**src/rtl/fifo_tx_sequencer.sv**
```systemverilog
// fifo_tx_sequencer: read-side sequencer that pops bytes from the async FIFO
// and hands them to UART TX with an inter-frame gap, busy timeout and frame count.
module fifo_tx_sequencer #(
    parameter int DATA_WIDTH   = 8,
    parameter int BUSY_TIMEOUT = 16,
    parameter int GAP_CYCLES   = 2,
    parameter int CNT_WIDTH    = 16
) (
    input  logic                  CLK,
    input  logic                  RST,
    input  logic                  ENABLE,
    input  logic                  ERR_CLR,
    input  logic                  FIFO_EMPTY,
    input  logic [DATA_WIDTH-1:0] FIFO_RD_DATA,
    output logic                  FIFO_R_INC,
    input  logic                  TX_BUSY,
    output logic [DATA_WIDTH-1:0] TX_P_DATA,
    output logic                  TX_DATA_VALID,
    output logic                  ACTIVE,
    output logic                  TIMEOUT_ERR,
    output logic [CNT_WIDTH-1:0]  FRAME_CNT
);

    localparam int TW = (BUSY_TIMEOUT > 1) ? $clog2(BUSY_TIMEOUT) : 1;
    localparam int GW = (GAP_CYCLES > 1) ? $clog2(GAP_CYCLES) : 1;

    localparam logic [TW-1:0] TO_LAST = TW'(BUSY_TIMEOUT - 1);
    // A zero-length gap still spends one cycle in GAP
    localparam logic [GW-1:0] GAP_LAST =
        (GAP_CYCLES > 1) ? GW'(GAP_CYCLES - 1) : '0;

    typedef enum logic [2:0] {
        IDLE,
        POP,
        SEND,
        WAIT_BUSY,
        WAIT_DONE,
        GAP
    } state_t;

    state_t                state_q;
    state_t                state_d;
    logic [TW-1:0]         to_cnt_q;
    logic [TW-1:0]         to_cnt_d;
    logic [GW-1:0]         gap_cnt_q;
    logic [GW-1:0]         gap_cnt_d;
    logic                  r_inc_d;
    logic                  valid_d;
    logic [DATA_WIDTH-1:0] tx_data_d;
    logic                  err_d;
    logic [CNT_WIDTH-1:0]  frame_cnt_d;
    logic                  active_d;

    always_ff @(posedge CLK or negedge RST) begin
        if (!RST) begin
            state_q       <= IDLE;
            to_cnt_q      <= '0;
            gap_cnt_q     <= '0;
            FIFO_R_INC    <= 1'b0;
            TX_DATA_VALID <= 1'b0;
            TX_P_DATA     <= '0;
            TIMEOUT_ERR   <= 1'b0;
            FRAME_CNT     <= '0;
            ACTIVE        <= 1'b0;
        end else begin
            state_q       <= state_d;
            to_cnt_q      <= to_cnt_d;
            gap_cnt_q     <= gap_cnt_d;
            FIFO_R_INC    <= r_inc_d;
            TX_DATA_VALID <= valid_d;
            TX_P_DATA     <= tx_data_d;
            TIMEOUT_ERR   <= err_d;
            FRAME_CNT     <= frame_cnt_d;
            ACTIVE        <= active_d;
        end
    end

    always_comb begin
        state_d     = state_q;
        to_cnt_d    = to_cnt_q;
        gap_cnt_d   = '0;
        r_inc_d     = 1'b0;
        valid_d     = 1'b0;
        tx_data_d   = TX_P_DATA;
        // A timeout raised below overrides a same-cycle clear
        err_d       = TIMEOUT_ERR & ~ERR_CLR;
        frame_cnt_d = FRAME_CNT;

        unique case (state_q)
            IDLE: begin
                if (ENABLE && !FIFO_EMPTY) begin
                    tx_data_d = FIFO_RD_DATA;
                    r_inc_d   = 1'b1;
                    state_d   = POP;
                end
            end
            POP: begin
                valid_d = 1'b1;
                state_d = SEND;
            end
            SEND: begin
                to_cnt_d = '0;
                state_d  = WAIT_BUSY;
            end
            WAIT_BUSY: begin
                if (TX_BUSY) begin
                    state_d = WAIT_DONE;
                end else if (to_cnt_q == TO_LAST) begin
                    err_d   = 1'b1;
                    state_d = GAP;
                end else begin
                    to_cnt_d = to_cnt_q + 1'b1;
                end
            end
            WAIT_DONE: begin
                if (!TX_BUSY) begin
                    frame_cnt_d = FRAME_CNT + 1'b1;
                    state_d     = GAP;
                end
            end
            GAP: begin
                if (gap_cnt_q >= GAP_LAST) begin
                    state_d = IDLE;
                end else begin
                    gap_cnt_d = gap_cnt_q + 1'b1;
                end
            end
            default: begin
                state_d = IDLE;
            end
        endcase

        active_d = (state_d != IDLE);
    end

endmodule

```
**config.mk**
```make
export PLATFORM = sky130hd
export DESIGN_NAME = fifo_tx_sequencer
export DESIGN_NICKNAME = d
export VERILOG_FILES = /design/src/rtl/fifo_tx_sequencer.sv
export SDC_FILE = /design/constraint.sdc
export NUM_CORES = 1
export LEC_CHECK = 0
export CORE_ASPECT_RATIO = 0.75
export CORE_MARGIN = 4
export CORE_UTILIZATION = 50
export CTS_BUF_LIST = sky130_fd_sc_hd__clkbuf_8
export CTS_CLUSTER_DIAMETER = 150
export CTS_CLUSTER_SIZE = 16
export DETAILED_ROUTE_END_ITERATION = 6
export GPL_ROUTABILITY_DRIVEN = 0
export GPL_TIMING_DRIVEN = 0
export PLACE_DENSITY = 0.9
export SYNTH_ARGS = -nofsm -noshare
export SYNTH_HDL_FRONTEND = slang
export SYNTH_SLANG_ARGS = --single-unit
```
**constraint.sdc**
```tcl
create_clock -name CLK -period 2 [get_ports CLK]
set_clock_uncertainty 0.05 [all_clocks]
set_input_delay 0.3 -clock CLK [delete_from_list [all_inputs] [get_ports CLK]]
set_output_delay 0.3 -clock CLK [all_outputs]
set_load 0.005 [all_outputs]
```
## Word level (Yosys, flattened, before mapping)

Cells that the tools add are included.

- Eq/ne operators: 8
- Order comparisons: 1
- Multiplexer cells: 17
- Bitwise logic cells: 3
- Add/sub/neg operators: 3
- Reductions and logical operators: 8

Operator list:

| cell | count |
|---|---|
| 3-bit one-hot mux with 6 select lines | 1 |
| 16-bit by 1-bit adder with 16-bit output (second input constant) | 1 |
| 3-bit 2-to-1 mux | 5 |
| 1-bit 2-to-1 mux | 8 |
| 4-bit 2-to-1 mux | 2 |
| 4-bit one-hot mux with 2 select lines | 1 |
| 3-bit by 2-bit equality test with 1-bit output (second input constant) | 2 |
| 3-bit equality test (second input constant) | 2 |
| 4-bit by 1-bit adder with 4-bit output (second input constant) | 1 |
| 4-bit equality test (second input constant) | 1 |
| 2-bit != test (second input constant) | 2 |
| 2-bit AND reduction | 2 |
| 3-bit by 1-bit equality test with 1-bit output (second input constant) | 1 |
| 3-bit zero test | 1 |
| 3-bit AND reduction | 1 |
| 3-bit nonzero test | 1 |
| 1-bit NOT | 2 |
| 2-bit nonzero test | 1 |
| 1-bit adder (second input constant) | 1 |
| 1-bit bitwise AND | 1 |
| 1-bit >= comparator (second input constant) | 1 |
| 1-bit logical AND | 1 |
| 1-bit zero test | 1 |

- Bits of input ports: 14
- Logic and storage cells: 49
- Flip-flop bits (word level): 36
- Output and inout bits: 28

## Longest topological paths before layout

- Depth after elaboration: 5
- Gate-level depth with buffers: 5
- Gate-level depth less buffers: 5

## Worst setup path after synthesis

No wires, ideal clock.

- Path type: register to register
- From: register state_q[1]
- To: register FRAME_CNT[13]
- Clock period less this slack: 1730 ps
- Cell stages (with the launch flop): 5
- Arrival: 1556 ps
- Setup slack: 270 ps
- Required time: 1826 ps
- Path through: dfrtp_1 > or4b_4 > nor3_4 > nand4_1 > xnor2_1

- Cells in the longest elaborated chain, start to end: 2

Ends and longest elaborated chain:

| element | RTL line | source |
|---|---|---|
| from (decl) | 41 | `state_t state_q;` |
| from (signal assigned) | 66 | `state_q <= state_d;` |
| 3-bit equality test | 89 | `unique case (state_q)` |
| 2-bit AND reduction (no source line) | - |  |
| to (signal assigned) | 73 | `FRAME_CNT <= frame_cnt_d;` |
| to (decl) | 21 | `output logic [CNT_WIDTH-1:0] FRAME_CNT` |

Every way passes these cells.
A chain may end at the register's enable or synchronous reset.

## Worst setup path in the final report

Ends and elaborated chain as after synthesis.

==> impl_results.md <==
- Area occupied by registers: about 900 um^2
- # rows: 17
- # diodes: 0
- Synth-to-layout area growth: 34.1%
- Compound-cell area share of the yosys netlist: 0.0493
- Clock power frac: 0.216
- Die ar.: 0.00418 mm^2
- Max VDD drop: 0.000632 V
- Post-layout util: 0.715
- Cell Pwr Density: about 1100 mW/mm^2
- CTS buffer count: 5
- Finished Layout Cells: roughly 220
- CTS clk-pin slew, worst paths: roughly 0.060 ns
- Sequential-to-total area share from yosys stat: 0.563
- CTS tree: yes
- Antenna Violating Nets Remaining: 0
- Worst path arrival time: approximately 2.0 ns
- Area share of and/or/nand/nor cells after synthesis: 0.205
- Top Metal Used: met4
- Mapped Area: between 0.0015 and 0.002 mm^2
- CP required: 2.12 ns
- WL final: ~3.4 mm
- Initial Utilization: 0.533
- Largest family of logic cells by synthesized area: simple AND/OR/NAND/NOR gates
- Top FF cell, synth: dfrtp_1
- Multi-input logic area: just under 700 um^2
- Net count after synthesis: between 150 and 200
- Vias in the first global route: between 1k and 1.5k
- DRT Pass-1 Iters: 4
- Fin. Hold Viols: 0
- Vias per cell: 5.38
- Bufs on Longest Clock Path: 2
- Synthesized instance count: between 100 and 150
- Clock Sinks: 36
- Routed vias: roughly 1.2k
- Final setup fails: 0
- Global route overflow: 0
- M1 wire length: about 1.4 mm
- GRT Total Usage: 0.173
- Core Area: about 0.0030 mm^2
- Synth Area in XOR/XNOR: 0.0876
- Bufs and invs on worst path: 0
- Placed cells: about 220
- Die Wd: between 70 and 80 um
- Top delay family on crit path: simple AND/OR/NAND/NOR gates
- Setup Fix Bufs, Post-CTS: 0
- Filler cells: 213
- Worst skew pair latency: ~0.29 ns
- Resize count post-CTS: 0
- Worst Setup End Kind: flip-flop
- Sequential share of power: 0.452
- Normalized max-slew margin: 0.471
- Share of layout cells above drive strength 1: 0.124
- Mux share of post-synthesis cell area: 0.0634
- EDFF count, synth: 0
- Metal2 WL: around 1.8 mm
- Starting DRT DRC Count: between 70 and 80
- Synth area leaders: dfrtp_1 (56%), mux2_2 (6.3%), xnor2_1 (6.0%)
- DP HPWL: between 2 and 3 mm
- Switch Pwr: roughly 0.7 mW
- Maximum fanout along the worst path: 9
- Pleak: between 0.9 and 1 nW
- Post-CTS Hold Fix Bufs: 0
- DRC viols: 0
- Fin. max-slew vios: 0
- Switch share: 0.305
- Slowest cell on the critical path: or4b_4
- First-pass GRT wire length: between 5 and 6 mm
- H-tree depth: 2
- Power share of the combinational group: 0.332
- Total power: approximately 2.4 mW
- Dpl cell area: between 0.002 and 0.0025 mm^2
- Total of warnings raised by yosys: 0
- Root Driver: clkbuf_8
- Final instance area: 0.00214 mm^2
- Initial antenna violation count: 0
- Worst-Margin Slew: a little under 0.8 ns
- Internal: between 1.5 and 2 mW
- DR WL met3: 218 um
- RSZ-0062 raised after global routing: no
- Max cap viols: 0
- Cell Chain, Critical Path: or4b_4 > nor3_4 > nand4_1 > xnor2_1
- Synth Area in Adders: 0.0156
- Hold Crit Class: primary input to asynchronous set/reset pin
- Leading area contributor after synthesis: dfrtp_1
- Synthesized area per cell: about 12 um^2
- Crit path kind: flip-flop to flip-flop
- Async set or reset register ratio after synthesis: 1.00
- Largest net degree at the start of global routing: 37
- I/O Pins: between 40 and 50
- Yosys reg bits: 36
- Post-DR wirelength/cell: around 15 um
- Cell variety after synth: 32
- F_max: between 0.5 and 0.6 GHz
- Top-area cell type share of the netlist area: 0.563
- Die H: 57.0 um
- IO buf count: ~40
- Final critical-path share of the clock period: 0.936
- Slowest stage delay, CP: 0.62 ns
- Nets: 200
- Tmin final: between 1.5 and 2 ns
- Crit start category: flip-flop
- Status: completed
==> logic make-up after synthesis <==
group                    count (synthesis)
AND/OR/NAND/NOR                         54
flip-flops                              36
XOR/XNOR                                16
AO/OA/AOI/OAI                           13
multiplexers                             9
buffers and inverters                    6
adder cells (fa/ha/maj)                  2
==> state kept, by name (all words and copies together) (netlist names) <==
signal         flops
FRAME_CNT         16
TX_P_DATA          8
to_cnt_q           4
state_q            3
ACTIVE             1
FIFO_R_INC         1
TIMEOUT_ERR        1
TX_DATA_VALID      1
gap_cnt_q          1
==> power by group through the flow <==
stage / Sequential, mW / Clock [mW] / Combinational, mW
after global routing: 1.09 / 0.552 / 0.865
after detailed placement: 1.08 / 0 / 0.789
after global placement: 1.05 / 0 / 0.756
after floorplan: 1.06 / 0 / 0.403
after CTS: 1.07 / 0.529 / 0.792
final: 1.07 / 0.509 / 0.785
==> synth_stat cells, drive strengths merged, types with 3 or more instances <==
cell type,count
xor2,5
dfrtp,36
nand2,12
a21oi,6
nor3,3
nor2,9
inv,3
and3,5
nand4,7
xnor2,11
nand3,6
mux2,9
==> metrics by stage <==
stage / setup WS (ns) / setup TNS, ns / hold slack (ns)
final: 0.128 / 0 / 0.0466
after global routing: 0.0377 / 0 / 0.116
after CTS: 0.0314 / 0 / 0.0722
after detailed placement: -0.279 / -1.59 / 0.383
after global placement: -0.229 / -5.50 / 0.411
after floorplan: 0.271 / 0 / -0.0456
==> final cells by class <==
type | count | area share
clock inverter | 2 | 0.00350
sequential | 36 | 0.420
multi-input combinational | 94 | 0.314
inverter | 3 | 0.00525
tap | 38 | 0.0222
clock buffer | 6 | 0.0385
timing repair buffer | 41 | 0.190
buffer | 3 | 0.00642
==> final timing paths <==
| kind | start | cells after the start | slack [ns] | to |
|---|---|---|---|---|
| worst max-delay path | state_q[1] | 4 | 0.13 | FRAME_CNT[13] |
| worst max register to register | state_q[1] | 4 | 0.13 | FRAME_CNT[13] |
| worst min-delay path | RST | 1 | 0.05 | FRAME_CNT[4] |
| max in group asynchronous | RST | 1 | 1.35 | FRAME_CNT[0] |
| worst min register to register | FRAME_CNT[15] | 1 | 0.42 | FRAME_CNT[15] |
| min in group CLK | FRAME_CNT[15] | 1 | 0.42 | FRAME_CNT[15] |
==> worst register-to-register path, stage by stage (launching register included) <==
cell	delay [ns]
dfrtp_1	0.49
or4b_4	0.62
nor3_4	0.31
nand4_1	0.15
xnor2_1	0.14
==> placed cells by master (no fill, tap or decap), types with 2 or more instances in the layout <==
cell type,instances
nand2_1,12
dfrtp_1,36
ha_1,2
buf_2,3
inv_1,5
nand3b_1,2
nor2b_1,2
and3_1,5
mux2_2,9
clkbuf_8,6
xnor2_1,11
nor3_1,2
xor2_1,5
nand3_1,6
nand4_1,7
o21ai_0,2
a21oi_1,6
nor2_1,9
clkdlybuf4s50_1,39
==> metal layers <==
metal / GRT usage / vias up
met1: 0.205 / 582
li1: - / 574
met3: 0.0563 / 6
met4: 0.0749 / 0
met5: 0 / -
met2: 0.288 / 37
No activity file was read; power rests on OpenSTA's default activity.
